<file path="src/rtl/seg7_scan_if.sv">
// Digit write / commit port and scan outputs of the 7-segment scan controller.
// The controller binds the slave modport; the host or bench binds master.
interface seg7_scan_if #(
  parameter int NDIGIT = 4,
  parameter int AW     = 2
);

  logic              we;
  logic [AW-1:0]     waddr;
  logic [3:0]        wdata;
  logic              commit;
  logic [3:0]        hex;
  logic [NDIGIT-1:0] digit_en;
  logic              blank;
  logic              frame;
  logic              pending;

  modport master (
    output we, waddr, wdata, commit,
    input  hex, digit_en, blank, frame, pending
  );

  modport slave (
    input  we, waddr, wdata, commit,
    output hex, digit_en, blank, frame, pending
  );

endinterface

</file>
<file path="src/rtl/seg7_scan_ctrl.sv">
// Time-multiplexed 7-segment scan controller with a shadow/active digit bank.
// Optional feature: define LEADING_ZERO_BLANK_EN to blank leading zero digits.
`default_nettype none

module seg7_scan_ctrl #(
  parameter int NDIGIT   = 4,
  parameter int AW       = 2,
  parameter int PRESCALE = 50000,
  parameter int GUARD    = 2
) (
  input  logic       clk,
  input  logic       rst,
  seg7_scan_if.slave bus
);

  localparam int PW = (PRESCALE > 1) ? $clog2(PRESCALE) : 1;
  localparam int IW = $clog2(NDIGIT);

  logic [PW-1:0] pcnt;
  logic [IW-1:0] idx;
  logic [3:0]    shadow [NDIGIT];
  logic [3:0]    active [NDIGIT];
  logic          frame_q;
  logic          pending_q;
  logic          tick;
  logic          wrap;
  logic          suppress;

  assign tick = (pcnt == PW'(PRESCALE - 1));
  assign wrap = tick && (idx == IW'(NDIGIT - 1));

  always_ff @(posedge clk or posedge rst) begin
    if (rst) begin
      pcnt <= '0;
      idx  <= '0;
    end else if (tick) begin
      pcnt <= '0;
      idx  <= (idx == IW'(NDIGIT - 1)) ? '0 : idx + IW'(1);
    end else begin
      pcnt <= pcnt + PW'(1);
    end
  end

  // The copy reads shadow before this edge's write, so a write colliding
  // with the copy is left pending for the next frame.
  always_ff @(posedge clk or posedge rst) begin
    if (rst) begin
      for (int i = 0; i < NDIGIT; i++) begin
        shadow[i] <= '0;
        active[i] <= '0;
      end
      pending_q <= 1'b0;
      frame_q   <= 1'b0;
    end else begin
      frame_q <= wrap;
      for (int i = 0; i < NDIGIT; i++) begin
        if (bus.we && (bus.waddr == AW'(i))) begin
          shadow[i] <= bus.wdata;
        end
      end
      if (wrap) begin
        if (pending_q || bus.commit) begin
          for (int i = 0; i < NDIGIT; i++) begin
            active[i] <= shadow[i];
          end
          pending_q <= bus.we;
        end else begin
          pending_q <= 1'b0;
        end
      end else begin
        pending_q <= pending_q | bus.commit;
      end
    end
  end

`ifdef LEADING_ZERO_BLANK_EN
  logic [IW-1:0] msd;

  // Most significant non-zero digit of the displayed bank; digit 0 always lit.
  always_comb begin
    msd = '0;
    for (int i = 1; i < NDIGIT; i++) begin
      if (active[i] != 4'd0) begin
        msd = IW'(i);
      end
    end
  end

  assign suppress = (idx > msd);
`else
  assign suppress = 1'b0;
`endif

  assign bus.hex      = active[idx];
  assign bus.blank    = (pcnt < PW'(GUARD)) || suppress;
  assign bus.digit_en = bus.blank ? '0 : (NDIGIT'(1) << idx);
  assign bus.frame    = frame_q;
  assign bus.pending  = pending_q;

endmodule

`default_nettype wire

</file>
<file path="src/flat_wrapper.sv">
// flat-port wrapper written by rule: the top's interface ports become plain ports
module seg7_scan_ctrl_flat 
#(
  parameter int NDIGIT   = 4,
  parameter int AW       = 2,
  parameter int PRESCALE = 50000,
  parameter int GUARD    = 2
)
  (clk, rst, bus_we, bus_waddr, bus_wdata, bus_commit, bus_hex, bus_digit_en, bus_blank, bus_frame, bus_pending);
  seg7_scan_if #(.NDIGIT(NDIGIT), .AW(AW)) bus_i ();
  input  logic clk;
  input  logic rst;
  input wire logic [$bits(bus_i.we)-1:0] bus_we;
  input wire logic [$bits(bus_i.waddr)-1:0] bus_waddr;
  input wire logic [$bits(bus_i.wdata)-1:0] bus_wdata;
  input wire logic [$bits(bus_i.commit)-1:0] bus_commit;
  output wire logic [$bits(bus_i.hex)-1:0] bus_hex;
  output wire logic [$bits(bus_i.digit_en)-1:0] bus_digit_en;
  output wire logic [$bits(bus_i.blank)-1:0] bus_blank;
  output wire logic [$bits(bus_i.frame)-1:0] bus_frame;
  output wire logic [$bits(bus_i.pending)-1:0] bus_pending;
  assign bus_i.we = bus_we;
  assign bus_i.waddr = bus_waddr;
  assign bus_i.wdata = bus_wdata;
  assign bus_i.commit = bus_commit;
  assign bus_hex = bus_i.hex;
  assign bus_digit_en = bus_i.digit_en;
  assign bus_blank = bus_i.blank;
  assign bus_frame = bus_i.frame;
  assign bus_pending = bus_i.pending;
  seg7_scan_ctrl #(.NDIGIT(NDIGIT), .AW(AW), .PRESCALE(PRESCALE), .GUARD(GUARD)) u_core (.clk(clk), .rst(rst), .bus(bus_i));
endmodule
</file>
<file path="config.mk">
export PLATFORM = sky130hd
export DESIGN_NAME = seg7_scan_ctrl_flat
export DESIGN_NICKNAME = d
export VERILOG_FILES = /design/src/rtl/seg7_scan_if.sv /design/src/rtl/seg7_scan_ctrl.sv /design/src/flat_wrapper.sv
export SDC_FILE = /design/constraint.sdc
export NUM_CORES = 1
export LEC_CHECK = 0
export ABC_AREA = 1
export CAP_MARGIN = 15
export CORE_UTILIZATION = 55
export CTS_CLUSTER_DIAMETER = 50
export CTS_CLUSTER_SIZE = 16
export DETAILED_ROUTE_END_ITERATION = 8
export PLACE_DENSITY = 0.87
export SYNTH_ARGS = -nofsm -noshare
export SYNTH_HDL_FRONTEND = slang
export SYNTH_SLANG_ARGS = --single-unit
</file>
<file path="constraint.sdc">
create_clock -name clk -period 3.3 [get_ports clk]
set_input_delay 0.66 -clock clk [delete_from_list [all_inputs] [get_ports clk]]
set_output_delay 0.66 -clock clk [all_outputs]
set_load 0.03 [all_outputs]
</file>
==> summary by stage, run 1 <==
Logic synthesis
Of the total synthesized cell area, the portion taken by XOR and XNOR cells is 0.02341. The dominant register cell in the synthesized netlist is sky130_fd_sc_hd__dfrtp_1. The compound-gate portion of the synthesized area is 0.07358. In the post-synthesis netlist, the cell with the most instances is sky130_fd_sc_hd__nand2_1. By area the synthesized netlist is led by sky130_fd_sc_hd__dfrtp_1, sky130_fd_sc_hd__nand2_1, sky130_fd_sc_hd__nor2_1, sky130_fd_sc_hd__o21ai_0, sky130_fd_sc_hd__nand4_1. The Yosys step of the flow raised 0 warnings.

The synthesized design contains 0 enable-type register cells. The mapped netlist covers 2619 sq um. Synthesis inferred 52 register bits. The post-synthesis cell type count is 28. The biggest area contributor in the post-synthesis netlist is sky130_fd_sc_hd__dfrtp_1.

Dividing the synthesized area by the synthesized cell count gives 8.367 sq um. Of the synthesized area, sequential elements account for 0.4969. The dominant combinational cell family by area after synthesis is simple AND/OR/NAND/NOR gates. Of the post-synthesis cell area, the part taken by muxes is 0. The commonest cells after synthesis are sky130_fd_sc_hd__nand2_1, sky130_fd_sc_hd__dfrtp_1, sky130_fd_sc_hd__nor2_1. The top cell type's share of synthesized area is 0.4969.

Of the total synthesized cell area, the portion taken by AND, OR, NAND and NOR gates is 0.2967. The fraction of synthesis flops using an asynchronous set or reset pin is 1.000. The share of synthesized cell area in full adder, half adder and majority cells is 0.02389.

The number of nets handed over by synthesis was 328. In the synthesized netlist, the number of instances is 313.

Setup path
The critical path goes through clkinv_1, o21ai_0, o22ai_1, clkdlybuf4s50_1. Along the worst path, the maximum fanout reaches 12. The classification of the worst setup path is flip-flop to output port.

The beginning of the worst register-to-register path is u_core.pcnt[1]. The worst setup path is captured at an output port. The critical register-to-register path endpoint is u_core.active[2]. The number of cells on the worst reg-to-reg path is 7. The kind of launch point of the worst setup path is a flip-flop.

At the worst endpoint, the required time is 2.64 ns. Among all stages on the critical path, the largest delay is contributed by sky130_fd_sc_hd__clkdlybuf4s50_1. On the worst path, the slowest cell contributes a delay of 0.61 ns. STA puts the critical path data arrival time at 2.23 ns. Across all register-to-register paths, the minimum setup slack is 1.64 ns.

Timing
The number of hold violations in the final report is 0. Setup repair after global routing left no endpoint under its margin. The top achievable clock speed is 0.3459 GHz.

The number of pins with negative max-slew slack in the final report came to 0. The post-route minimum period is 2.891 ns. The worst pin sits at a relative slew slack of 0.5690. Setup total negative slack on the finished layout was measured at 0 ns.

For the final database, setup skew stands at 0.01235 ns. Setup violations remaining at the end of the flow were counted as 0. Hold is met by 0.4734 ns. In the finished design, the share of the clock period the worst path needs comes to 0.8759. The slew of the pin with the lowest slew margin is 0.6455 ns. In the post-route analysis, the smallest setup slack over all paths is 0.4094 ns.

Global routing
The global-route wire length before repair is 8845 um. Entering global routing, the biggest net connects 33 pins. The initial antenna violation count is 0. The global routing usage summed across all routing layers is 0.2278.

The via count of the first global-routing pass came to 1932. The total overflow left after global routing is 0.

Floorplan
Measured along the x axis, the die boundary spans 71 um. The number of cell rows is 24. The floorplan step defined a core boundary enclosing 4474 sq um. The die footprint is 5041 sq um.

The I/O pin total is 21. The initial utilization of the core area, before any placement, comes to 0.5853. The height of the chip is 71 um.

Drt
The detailed-route vias per instance is 5.448. The via count is 2114. The average detailed-routed wire length per instance is 13.10 um. The first detailed-routing pass took 6 iterations.

The first-iteration detailed-routing DRC count is 227. The post-detailed-route DRC marker count is 1. For this block, the routed nets add up to 5082 um of wire. In this run the remaining antenna-violating nets after routing total 0.

Clocking
The largest buffer count on any clock path is 2. The clock reaches the later pin of the worst-skew pair after 0.31 ns. The number of hold buffers added after cts is 0. The number of setup buffers added after CTS is 0. CTS built an H-tree with a depth of 2. The TritonCTS clock tree is yes. The post-cts resize count is 0. Counting every sink on the clock net gives 52. The root buffer cell is sky130_fd_sc_hd__clkbuf_8.

The number of clock buffers added by TritonCTS is 5. After clock tree synthesis, the clock-pin slew on the worst setup and hold paths is 0.10 ns.

Worst hold path
The end of the worst hold path is u_core.pcnt[0]. The path type of the worst min-delay path is flip-flop to flip-flop. Counting instances, the worst hold path has a depth of 1. The launch point of the worst hold path is u_core.pcnt[0].

Layout
In the final layout, flip-flops and latches occupy 1301 sq um. Of the cells placed in the final design, the portion with a size suffix greater than 1 is 0.09226. In the final design database the tool counted 350 nets. Compared with the post-synthesis result, the final layout area differs by 11.13%. The multi-input combinational cells in the finished layout cover a total of 1094 sq um. The number of filler cells placed in the layout is 359. The repair_antennas step left the layout with diodes totalling 0.

Power
The power density of the placed cells is 381.7 nW/um^2. The highest ir drop seen on vdd is 330.9 uV. The total leakage power is 1.470 nW. The overall power after layout is 1.111 mW.

Status
The flow ran to the end, but the final reports show violations. The checks that failed: DRC.

Job
Max-cap violations in this run came to 0.

Placement
Routability-driven placement finished with a final weighted congestion of 0.9015. The worst slack at placement is 0.8094 ns. The count of buffers added on input and output ports is 20. The detailed placer's ending HPWL is 3643 um.
flip-flops by register name, summed over array words and instances (netlist names):
register and count:
u_core.active 16, u_core.pcnt 16, u_core.shadow 16, u_core.idx 2, u_core.bus.frame 1, u_core.bus.pending 1
routing by layer:
layer / track usage / vias up / routed length [um]
li1: - / 1047 / -
met1: 0.3168 / 991 / 2333
met2: 0.3494 / 66 / 2372
met3: 0.05698 / 10 / 272
met4: 0.08444 / 0 / 104
met5: 0 / - / 0
where the power goes:
| part | total [mW] | internal (mW) | switching (mW) |
|---|---|---|---|
| Combinational | 0.0585 | 0.0244 | 0.0341 |
| Sequential | 0.687 | 0.668 | 0.0196 |
| Clock | 0.365 | 0.151 | 0.214 |
| Total | 1.11 | 0.843 | 0.267 |
per-stage QoR:
stage / utilization / instance area [sq um] / std cells
after CTS: 0.6504 / 2910 / 388
after global placement: 0.6306 / 2821 / 380
final: 0.6504 / 2910 / 388
after global routing: 0.6504 / 2910 / 388
after floorplan: - / 2619 / 313
after detailed placement: 0.6306 / 2821 / 380
placed cells by master (no fill, tap or decap), types with 2 or more instances in the layout:
| master | instances |
|---|---|
| sky130_fd_sc_hd__dfrtp_1 | 52 |
| sky130_fd_sc_hd__ha_1 | 5 |
| sky130_fd_sc_hd__nand2_2 | 3 |
| sky130_fd_sc_hd__nor3_1 | 5 |
| sky130_fd_sc_hd__clkdlybuf4s50_1 | 20 |
| sky130_fd_sc_hd__a21oi_1 | 4 |
| sky130_fd_sc_hd__buf_4 | 4 |
| sky130_fd_sc_hd__o21ai_0 | 28 |
| sky130_fd_sc_hd__nand2_1 | 76 |
| sky130_fd_sc_hd__nor2_4 | 4 |
| sky130_fd_sc_hd__nor2_1 | 43 |
| sky130_fd_sc_hd__xor2_1 | 7 |
| sky130_fd_sc_hd__inv_2 | 7 |
| sky130_fd_sc_hd__or2_2 | 2 |
| sky130_fd_sc_hd__nand4_1 | 19 |
| sky130_fd_sc_hd__clkbuf_8 | 5 |
| sky130_fd_sc_hd__nand3_1 | 11 |
| sky130_fd_sc_hd__o22ai_1 | 4 |
| sky130_fd_sc_hd__inv_1 | 27 |
area by class of cell:
class	count	area share
flip-flops and latches	52	0.4471
multi-input cells	217	0.3758
repair buffers	24	0.07911
inverters	35	0.04514
clock buffers	6	0.02494
well taps	52	0.02236
clock inverters	2	0.005589
worst max path at each step:
stage | start | endpoint | slack (ns) | cells past startpoint
after floorplan | u_core.pcnt[9] | bus_digit_en[0] | 1.30 | 5
after global placement | u_core.idx[0] | bus_digit_en[3] | 0.85 | 5
after detailed placement | u_core.idx[0] | bus_hex[3] | 0.81 | 4
after CTS | u_core.idx[0] | bus_hex[3] | 0.43 | 4
after global routing | u_core.idx[0] | bus_hex[1] | 0.27 | 4
final | u_core.idx[0] | bus_hex[0] | 0.41 | 4
cell families (layout without fill, tap and decap cells):
family	after synthesis	in the layout
xor gates and xnor gates	7	7
AOI/OAI and AO/OA	37	37
buffers and inverters	44	67
and+or+nand+nor	168	168
adders and majority gates	5	5
DFF	52	52
critical path: cells and delay by family, from the launching register on:
family          cells  cell delay, ns
compound gates      2            0.39
flops               1            0.57
buf+inv             2            0.95
Note: power is estimated with default switching activity, not from simulation.
==> inputs of run 2 (changes only) <==
HOLD_SLACK_MARGIN = 0.06   (was unset)
==> results of run 2 <==
Final layout, timing and power as in run 1 (identical DEF).
==> inputs of run 3 (changes only) <==
SKIP_LAST_GASP = 1   (was unset)
==> results of run 3 <==
Final layout, timing and power as in run 1 (identical DEF).
